--- src/rtl/pong_pkg.sv ---
// Shared definitions for the pong game blocks: FSM encodings and default
// timing constants derived from the 100 MHz system clock.
package pong_pkg;

  localparam int unsigned CLK_HZ = 100_000_000;

  // 250 ms visible/audible pulse, 25 ms separation between pulses.
  localparam int unsigned HOLD_DEFAULT = CLK_HZ / 4;
  localparam int unsigned GAP_DEFAULT  = CLK_HZ / 40;

  // Wide enough for HOLD_DEFAULT - 1.
  localparam int unsigned STRETCH_CNT_W_DEFAULT = 25;

  typedef enum logic [1:0] {
    StIdle = 2'd0,
    StHold = 2'd1,
    StGap  = 2'd2
  } stretch_state_e;

endpackage

--- src/rtl/pulse_stretcher.sv ---
// Pulse stretcher: turns single-cycle event strobes into fixed-length output
// levels (LEDs, buzzer enable) separated by a forced low gap. One further
// event may be queued; anything beyond that is discarded and flagged on drop.
//
// Build option PULSE_STRETCHER_RETRIGGER_EN: an event arriving while the
// output is high restarts the hold time instead of queueing.
module pulse_stretcher
  import pong_pkg::*;
#(
  parameter int unsigned HOLD_CYCLES = HOLD_DEFAULT,           // >= 1
  parameter int unsigned GAP_CYCLES  = GAP_DEFAULT,            // 0 disables the gap
  parameter int unsigned CNT_W       = STRETCH_CNT_W_DEFAULT   // 2**CNT_W > max(hold, gap)
) (
  input  logic clk,
  input  logic rst,
  input  logic in,
  output logic out,
  output logic busy,
  output logic drop
);

  localparam logic [CNT_W-1:0] HoldLoad = CNT_W'(HOLD_CYCLES - 1);
  // Only used when a gap exists; guarded so GAP_CYCLES == 0 cannot underflow.
  localparam logic [CNT_W-1:0] GapLoad  = (GAP_CYCLES != 0) ? CNT_W'(GAP_CYCLES - 1) : '0;
  localparam logic [CNT_W-1:0] CntOne   = CNT_W'(1);

  stretch_state_e   state_q, state_d;
  logic [CNT_W-1:0] cnt_q, cnt_d;
  logic             pend_q, pend_d;
  logic             out_q, out_d;
  logic             busy_q, busy_d;
  logic             drop_q, drop_d;

  // Event as seen by a transition on the same edge: queued ahead of it.
  logic             ev_queued;
  logic             ev_drop;

  assign ev_queued = pend_q | in;
  assign ev_drop   = pend_q & in;

  // State register: FSM, counter, pending flag and registered outputs.
  always_ff @(posedge clk or posedge rst) begin
    if (rst) begin
      state_q <= StIdle;
      cnt_q   <= '0;
      pend_q  <= 1'b0;
      out_q   <= 1'b0;
      busy_q  <= 1'b0;
      drop_q  <= 1'b0;
    end else begin
      state_q <= state_d;
      cnt_q   <= cnt_d;
      pend_q  <= pend_d;
      out_q   <= out_d;
      busy_q  <= busy_d;
      drop_q  <= drop_d;
    end
  end

  // Next-state logic: hold/gap timing, event queueing and discard detection.
  always_comb begin
    state_d = state_q;
    cnt_d   = cnt_q;
    pend_d  = pend_q;
    drop_d  = 1'b0;

    unique case (state_q)
      StIdle: begin
        if (in) begin
          state_d = StHold;
          cnt_d   = HoldLoad;
        end
      end

      StHold: begin
`ifdef PULSE_STRETCHER_RETRIGGER_EN
        if (in) begin
          // Retrigger: extend the current pulse, nothing is queued.
          cnt_d = HoldLoad;
        end else if (cnt_q == '0) begin
          if (GAP_CYCLES != 0) begin
            state_d = StGap;
            cnt_d   = GapLoad;
          end else if (pend_q) begin
            cnt_d  = HoldLoad;
            pend_d = 1'b0;
          end else begin
            state_d = StIdle;
          end
        end else begin
          cnt_d = cnt_q - CntOne;
        end
`else
        pend_d = ev_queued;
        drop_d = ev_drop;
        if (cnt_q == '0) begin
          if (GAP_CYCLES != 0) begin
            state_d = StGap;
            cnt_d   = GapLoad;
          end else if (ev_queued) begin
            // No gap: back-to-back holds merge into one continuous level.
            cnt_d  = HoldLoad;
            pend_d = 1'b0;
          end else begin
            state_d = StIdle;
          end
        end else begin
          cnt_d = cnt_q - CntOne;
        end
`endif
      end

      StGap: begin
        pend_d = ev_queued;
        drop_d = ev_drop;
        if (cnt_q == '0) begin
          if (ev_queued) begin
            state_d = StHold;
            cnt_d   = HoldLoad;
            pend_d  = 1'b0;
          end else begin
            state_d = StIdle;
          end
        end else begin
          cnt_d = cnt_q - CntOne;
        end
      end

      default: begin
        state_d = StIdle;
        cnt_d   = '0;
        pend_d  = 1'b0;
      end
    endcase
  end

  // Output decode from the next state so outputs register alongside it.
  always_comb begin
    out_d  = (state_d == StHold);
    busy_d = (state_d != StIdle) | pend_d;
  end

  assign out  = out_q;
  assign busy = busy_q;
  assign drop = drop_q;

endmodule

--- config.mk ---
export PLATFORM = sky130hd
export DESIGN_NAME = pulse_stretcher
export DESIGN_NICKNAME = d
export VERILOG_FILES = /design/src/rtl/pong_pkg.sv /design/src/rtl/pulse_stretcher.sv
export SDC_FILE = /design/constraint.sdc
export NUM_CORES = 1
export LEC_CHECK = 0
export CAP_MARGIN = 20
export CELL_PAD_IN_SITES_DETAIL_PLACEMENT = 1
export CELL_PAD_IN_SITES_GLOBAL_PLACEMENT = 2
export CORE_MARGIN = 2
export CORE_UTILIZATION = 25
export DETAILED_ROUTE_END_ITERATION = 16
export PLACE_DENSITY = 0.54
export RECOVER_POWER = 100
export SLEW_MARGIN = 30
export SYNTH_ARGS = -nofsm -noshare
export SYNTH_HDL_FRONTEND = slang
export SYNTH_SLANG_ARGS = --single-unit
--- constraint.sdc ---
create_clock -name clk -period 2.3 [get_ports clk]
set_clock_uncertainty 0.1 [all_clocks]
set_input_delay 0.23 -clock clk [delete_from_list [all_inputs] [get_ports clk]]
set_output_delay 0.23 -clock clk [all_outputs]
set_load 0.02 [all_outputs]
==> results of run 1 <==
cells in the final DEF, fill, tap and decap left out, types with 5 or more instances in the layout:
master     n
clkbuf_8   6
inv_1      7
a21oi_1   11
nand2_1   16
nand3_1    5
o21ai_0    8
nor3_1    11
buf_6      8
ha_1       6
dfrtp_1   31
o21ai_1    9
o22a_1     5
a21oi_2    8
nor2_1    20
buf_4     61
o21ai_2    6
or4_1      5
stage by stage:
stage                     instances  hold slack (ps)   util
after floorplan                 240              234      -
after global routing            418              497  0.374
after global placement          400              423  0.329
final                           418              451  0.374
after detailed placement        400              444  0.329
after CTS                       414              257  0.359
power breakdown:
part           switching [W]   total, W  internal (W)
clock               0.000214   0.000449      0.000235
combinational      0.0000148  0.0000196    0.00000489
sequential       0.000000148   0.000546      0.000546
total               0.000229    0.00101      0.000786
logic make-up (layout without fill, tap and decap cells):
kind of cell,Yosys count,after routing
and+or+nand+nor,97,98
adders and majority gates,6,6
buffers and inverters,20,92
xor gates and xnor gates,4,4
AOI/OAI and AO/OA,82,82
DFF,31,31
what timing repair did:
item,CTS,global route
cloned,1,2
buffers inserted,6,2
pin swaps,11,19
gates resized for setup,26,27
setup endpoints to repair,30,30
routing by layer:
metal,vias up,track usage,routed length (µm)
li1,1052,-,-
met4,0,0.0293,33
met1,1108,0.231,3720
met3,2,0.0267,214
met5,-,0,0
met2,26,0.279,3820
cell type report:
cell class | instances | area share
Tap cell | 105 | 0.0424
Clock buffer | 6 | 0.0266
Timing Repair Buffer | 78 | 0.209
Multi-Input combinational cell | 190 | 0.462
Inverter | 7 | 0.00847
Sequential cell | 31 | 0.250
Clock inverter | 1 | 0.00161
worst max path at each step:
stage | depth (start not counted) | slack [ps] | endpoint | startpoint
after floorplan | 6 | 10 | cnt_q[19] | cnt_q[12]
after global placement | 8 | -250 | cnt_q[9] | cnt_q[11]
after detailed placement | 8 | -270 | cnt_q[18] | cnt_q[19]
after CTS | 7 | -100 | cnt_q[21] | cnt_q[13]
after global routing | 8 | -240 | cnt_q[23] | cnt_q[21]
final | 7 | -120 | cnt_q[19] | cnt_q[21]
flip-flops by register name, summed over array words and instances, names as in the netlist:
name and flops:
cnt_q 25, state_q 2, busy 1, drop 1, out 1, pend_q 1
worst max-delay path: stages, from the launching register on:
cell     delay, ps
dfrtp_1        380
or4_4          560
nor4_4         210
buf_4          180
nand4_4        160
buf_4          240
a41o_1         210
a221o_1        260
==> run summary, run 1 <==
#FFs+latches synth - 31
register area - 776 µm²
sequential area share after synthesis - 0.360
Post-DRT Antenna Nets - 0
DRC Markers - 0
Adder-Cell Fraction of Synth Area - 0.0349
DIE HEIGHT - 96.8 µm
first-pass GRT wire length - 12600 µm
ANT cells - 0
Top FF cell, synth - dfrtp_1
Routed WL per cell - 18.6 µm
EDFF count, synth - 0
total power - 0.00101 W
Port Buffers - 5
share of layout cells above drive strength 1 - 0.409
Period Utilization, post-route - 1.05
Critical Path Fanout Max - 5
top cells by area, synth - dfrtp_1 36%, a21oi_1 4.6%, o21ai_0 4.2%
CTS tree - done
pins over their slew limit - 0
maximum clock rate - 414 MHz
count leader, synth - dfrtp_1
static leakage - 1.30 nW
# setup viols final - 25
post-synth cell types - 57
antenna violations before repair - 0
fillers - 964
unrepaired setup endpoints after global routing - yes
leading area contributor after synthesis - dfrtp_1
largest family of logic cells by synthesized area - simple AND/OR/NAND/NOR gates
Hold Crit Start - cnt_q[24]
post-DP HPWL - 5670 µm
final hold viol count - 0
Mapped Area - 2150 µm²
Post-Synth XOR/XNOR Area - 0.0163
Hold Path End - cnt_q[24]
Via density - 5.23
multi-input logic area - 1430 µm²
post-synth top area share - 0.360
CTS root buffer - clkbuf_8
Die W - 96.8 µm
CP Launch Type - flip-flop
I/O pin total - 6
WP data arrival - 2480 ps
Post-Route WL - 7780 µm
worst r2r dst - cnt_q[19]
most common library cells after synthesis - 31 x dfrtp_1, 22 x nor2_1, 20 x a21oi_1, 19 x nand2_1, 18 x o21ai_0
critical path endpoint category - flip-flop
Avg Synthesized Cell Area - 8.97 µm²
DP Area - 2730 µm²
worst reg2reg setup slack - -120 ps
core area - 8300 µm²
worst r2r path cells - 7
DRT Pass-1 Iters - 5
power density over the cells - 327 nW/µm²
Final #Nets - 322
Max Cap Viol - 0
Layout area overhead - 44.0%
fin area - 3100 µm²
failing checks - setup timing
CTS max path bufs - 2
slew at the pin closest to its max-slew limit - 857 ps
Total Routing Usage GR - 0.167
VDD IR max - 0.146 mV
Synth Area in Simple Gates - 0.277
status - finished with violations
Setup WS post-layout - -116 ps
fraction of registers with async set/reset - 1.00
Worst Hold Depth - 2
mux cell area share after synthesis - 0
pre-CTS WS - -267 ps
Clk Latency, worst-skew pair - 280 ps
Syn Nets - 249
worst min path class - reg2reg
Clock transition at path regs - 70 ps
clock sinks - 31
Fin Setup TNS - -1690 ps
vias in the first global route - 2335
final RePlAce weighted congestion - 0.774
Num CTS Buffers - 5
WS Path Type - reg2reg
largest net degree at the start of global routing - 32
vias - 2188
Initial Utilization - 0.259
Max-slew headroom - 0.429
Critical R2R Launch - cnt_q[21]
minimum clock period - 2420 ps
CTS hold repair buffers - 0
Compound-Gate Fraction of Synth Area - 0.259
H-tree levels - 2
Iter 0 DRT Violations - 99
cells after synthesis - 240
Core Rows - 33
Synth warnings - 0
critical path required time - 2370 ps
Overflow after GRT - 0
die footprint - 9370 µm²
Note: power is estimated with default switching activity, not from simulation.
==> inputs of run 2 (changes only) <==
- CTS_BUF_LIST: not set -> sky130_fd_sc_hd__clkbuf_8
==> results of run 2 <==
Final layout, timing and power as in run 1 (identical DEF).
==> inputs of run 3 (changes only) <==
- GPL_TIMING_DRIVEN: not set -> 0
==> run 3 against run 2 <==
Net effect: sequential power barely moved; via count fell by 2.1%; total power rose by 14%; the flow still finishes with violations (setup timing); design area rose by 0.61%; wire length rose by 7.6%.
==> run summary, run 3 (same netlist as run 1, synthesis figures left out) <==
Fin Hold WS - 381 ps
worst-path cell chain - or4_4 -> nor4_4 -> buf_4 -> nand4_4 -> buf_12 -> o21bai_4 -> buf_12 -> buf_12 -> a21oi_2 -> o22a_1
CTS max path bufs - 2
core area - 8300 µm²
clock sinks - 31
Clock transition at path regs - 80 ps
vias - 2143
maximum single-stage delay on the critical path - 540 ps
Critical Path Fanout Max - 8
Post-DRT Antenna Nets - 0
maximum clock rate - 396 MHz
minimum clock period - 2530 ps
slew at the pin closest to its max-slew limit - 1020 ps
Routed WL per cell - 21.3 µm
DRC Markers - 0
fillers - 941
vias in the first global route - 2142
CP dominant cell by count - buf_12
I/O pin total - 6
DRT Pass-1 Iters - 4
Num CTS Buffers - 5
H-tree levels - 2
most frequent cells in the layout - 27 x dfrtp_1, 25 x buf_4, 19 x nor2_1
# setup viols final - 30
worst min path class - in2async
Core Rows - 33
CP Launch Type - flip-flop
failing checks - setup timing
Clk Latency, worst-skew pair - 290 ps
Crit-path slowest cell - or4_4
Via density - 5.45
CTS tree - done
Setup crit start - cnt_q[19]
die footprint - 9370 µm²
Fin Setup TNS - -4810 ps
Iter 0 DRT Violations - 64
biggest regs - cnt_q x25, state_q x2
Reg power frac - 0.471
CTS root buffer - clkbuf_8
commonest non-fill, non-tap cell in the layout - dfrtp_1
Port Buffers - 5
CTS hold repair buffers - 0
WP data arrival - 2610 ps
total power - 0.00116 W
largest net degree at the start of global routing - 18
Sw Share - 0.222
worst reg2reg setup slack - -230 ps
share of layout cells above drive strength 1 - 0.389
ANT cells - 0
Initial Utilization - 0.259
max reg flops - 25
final hold viol count - 0
Total Routing Usage GR - 0.174
pre-CTS WS - -575 ps
critical path required time - 2380 ps
Max-slew headroom - 0.320
final RePlAce weighted congestion - 0.765
Period Utilization, post-route - 1.10
antenna violations before repair - 0
power density over the cells - 371 nW/µm²
Comb pwr share - 0.018
Critical R2R Launch - cnt_q[19]
Internal - 0.000901 W
unrepaired setup endpoints after global routing - yes
worst r2r path cells - 10
Switch Pwr - 0.000257 W
Most flops, register - cnt_q
Overflow after GRT - 0
Post-Route WL - 8370 µm
status - finished with violations
VDD IR max - 0.166 mV
post-DP HPWL - 5270 µm
Max Cap Viol - 0
first-pass GRT wire length - 12800 µm
worst r2r dst - cnt_q[8]
Setup WS post-layout - -227 ps
Layout area overhead - 44.9%
critical path endpoint category - flip-flop
WS Path Type - reg2reg
Die W - 96.8 µm
DIE HEIGHT - 96.8 µm
Final #Nets - 296
static leakage - 1.21 nW
pins over their slew limit - 0
clock power share - 0.512
run 3: per-layer routing:
metal	vias to the layer above	wire length, µm	track usage	part of all wire
met5	-	0	0	0
met4	0	89	0.0412	0.011
met3	8	205	0.0267	0.024
met2	29	4040	0.274	0.48
met1	1101	4040	0.251	0.48
li1	1005	-	-	-
run 3: worst max-delay path by stage:
stage	endpoint	cells past startpoint
after global placement	cnt_q[9]	8
after CTS	cnt_q[12]	7
after floorplan	cnt_q[19]	6
after detailed placement	cnt_q[9]	8
final	cnt_q[8]	10
after global routing	cnt_q[11]	10
run 3: timing repair:
action,in CTS,in global routing
buffers inserted,17,13
gates resized for setup,37,53
endpoints found under the setup margin,30,30
hold endpoints to repair,0,0
pin swaps,28,26
gates cloned,1,3
run 3: per-stage QoR:
| step | util | std cells | cell area (µm²) |
|---|---|---|---|
| after floorplan | - | 240 | 2150 |
| after global placement | 0.281 | 350 | 2330 |
| after detailed placement | 0.285 | 351 | 2360 |
| after CTS | 0.335 | 377 | 2780 |
| after global routing | 0.376 | 393 | 3120 |
| final | 0.376 | 393 | 3120 |
run 3: power groups by stage:
stage                      logic (W)  registers (W)  clock network (W)
final                      0.0000203       0.000546           0.000593
after global routing       0.0000230       0.000546           0.000633
after CTS                  0.0000277       0.000546           0.000605
after detailed placement   0.0000277       0.000556                  0
after global placement     0.0000215       0.000557                  0
after floorplan           0.00000863       0.000558                  0
run 3: area by class of cell:
type,count,area (µm²),area share
Tap cell,105,131,0.0421
Sequential cell,31,781,0.250
Timing Repair Buffer,40,415,0.133
Multi-Input combinational cell,189,1520,0.486
Inverter,7,26.3,0.00842
Clock inverter,2,35.0,0.0112
Clock buffer,6,82.6,0.0265
Buffer,13,134,0.0429
run 3: worst max-delay path, delay by kind of cell, from the launching register on:
family,cells,cell delay [ps]
simple gates,3,910
buf+inv,4,650
flops,1,410
compound gates,3,330
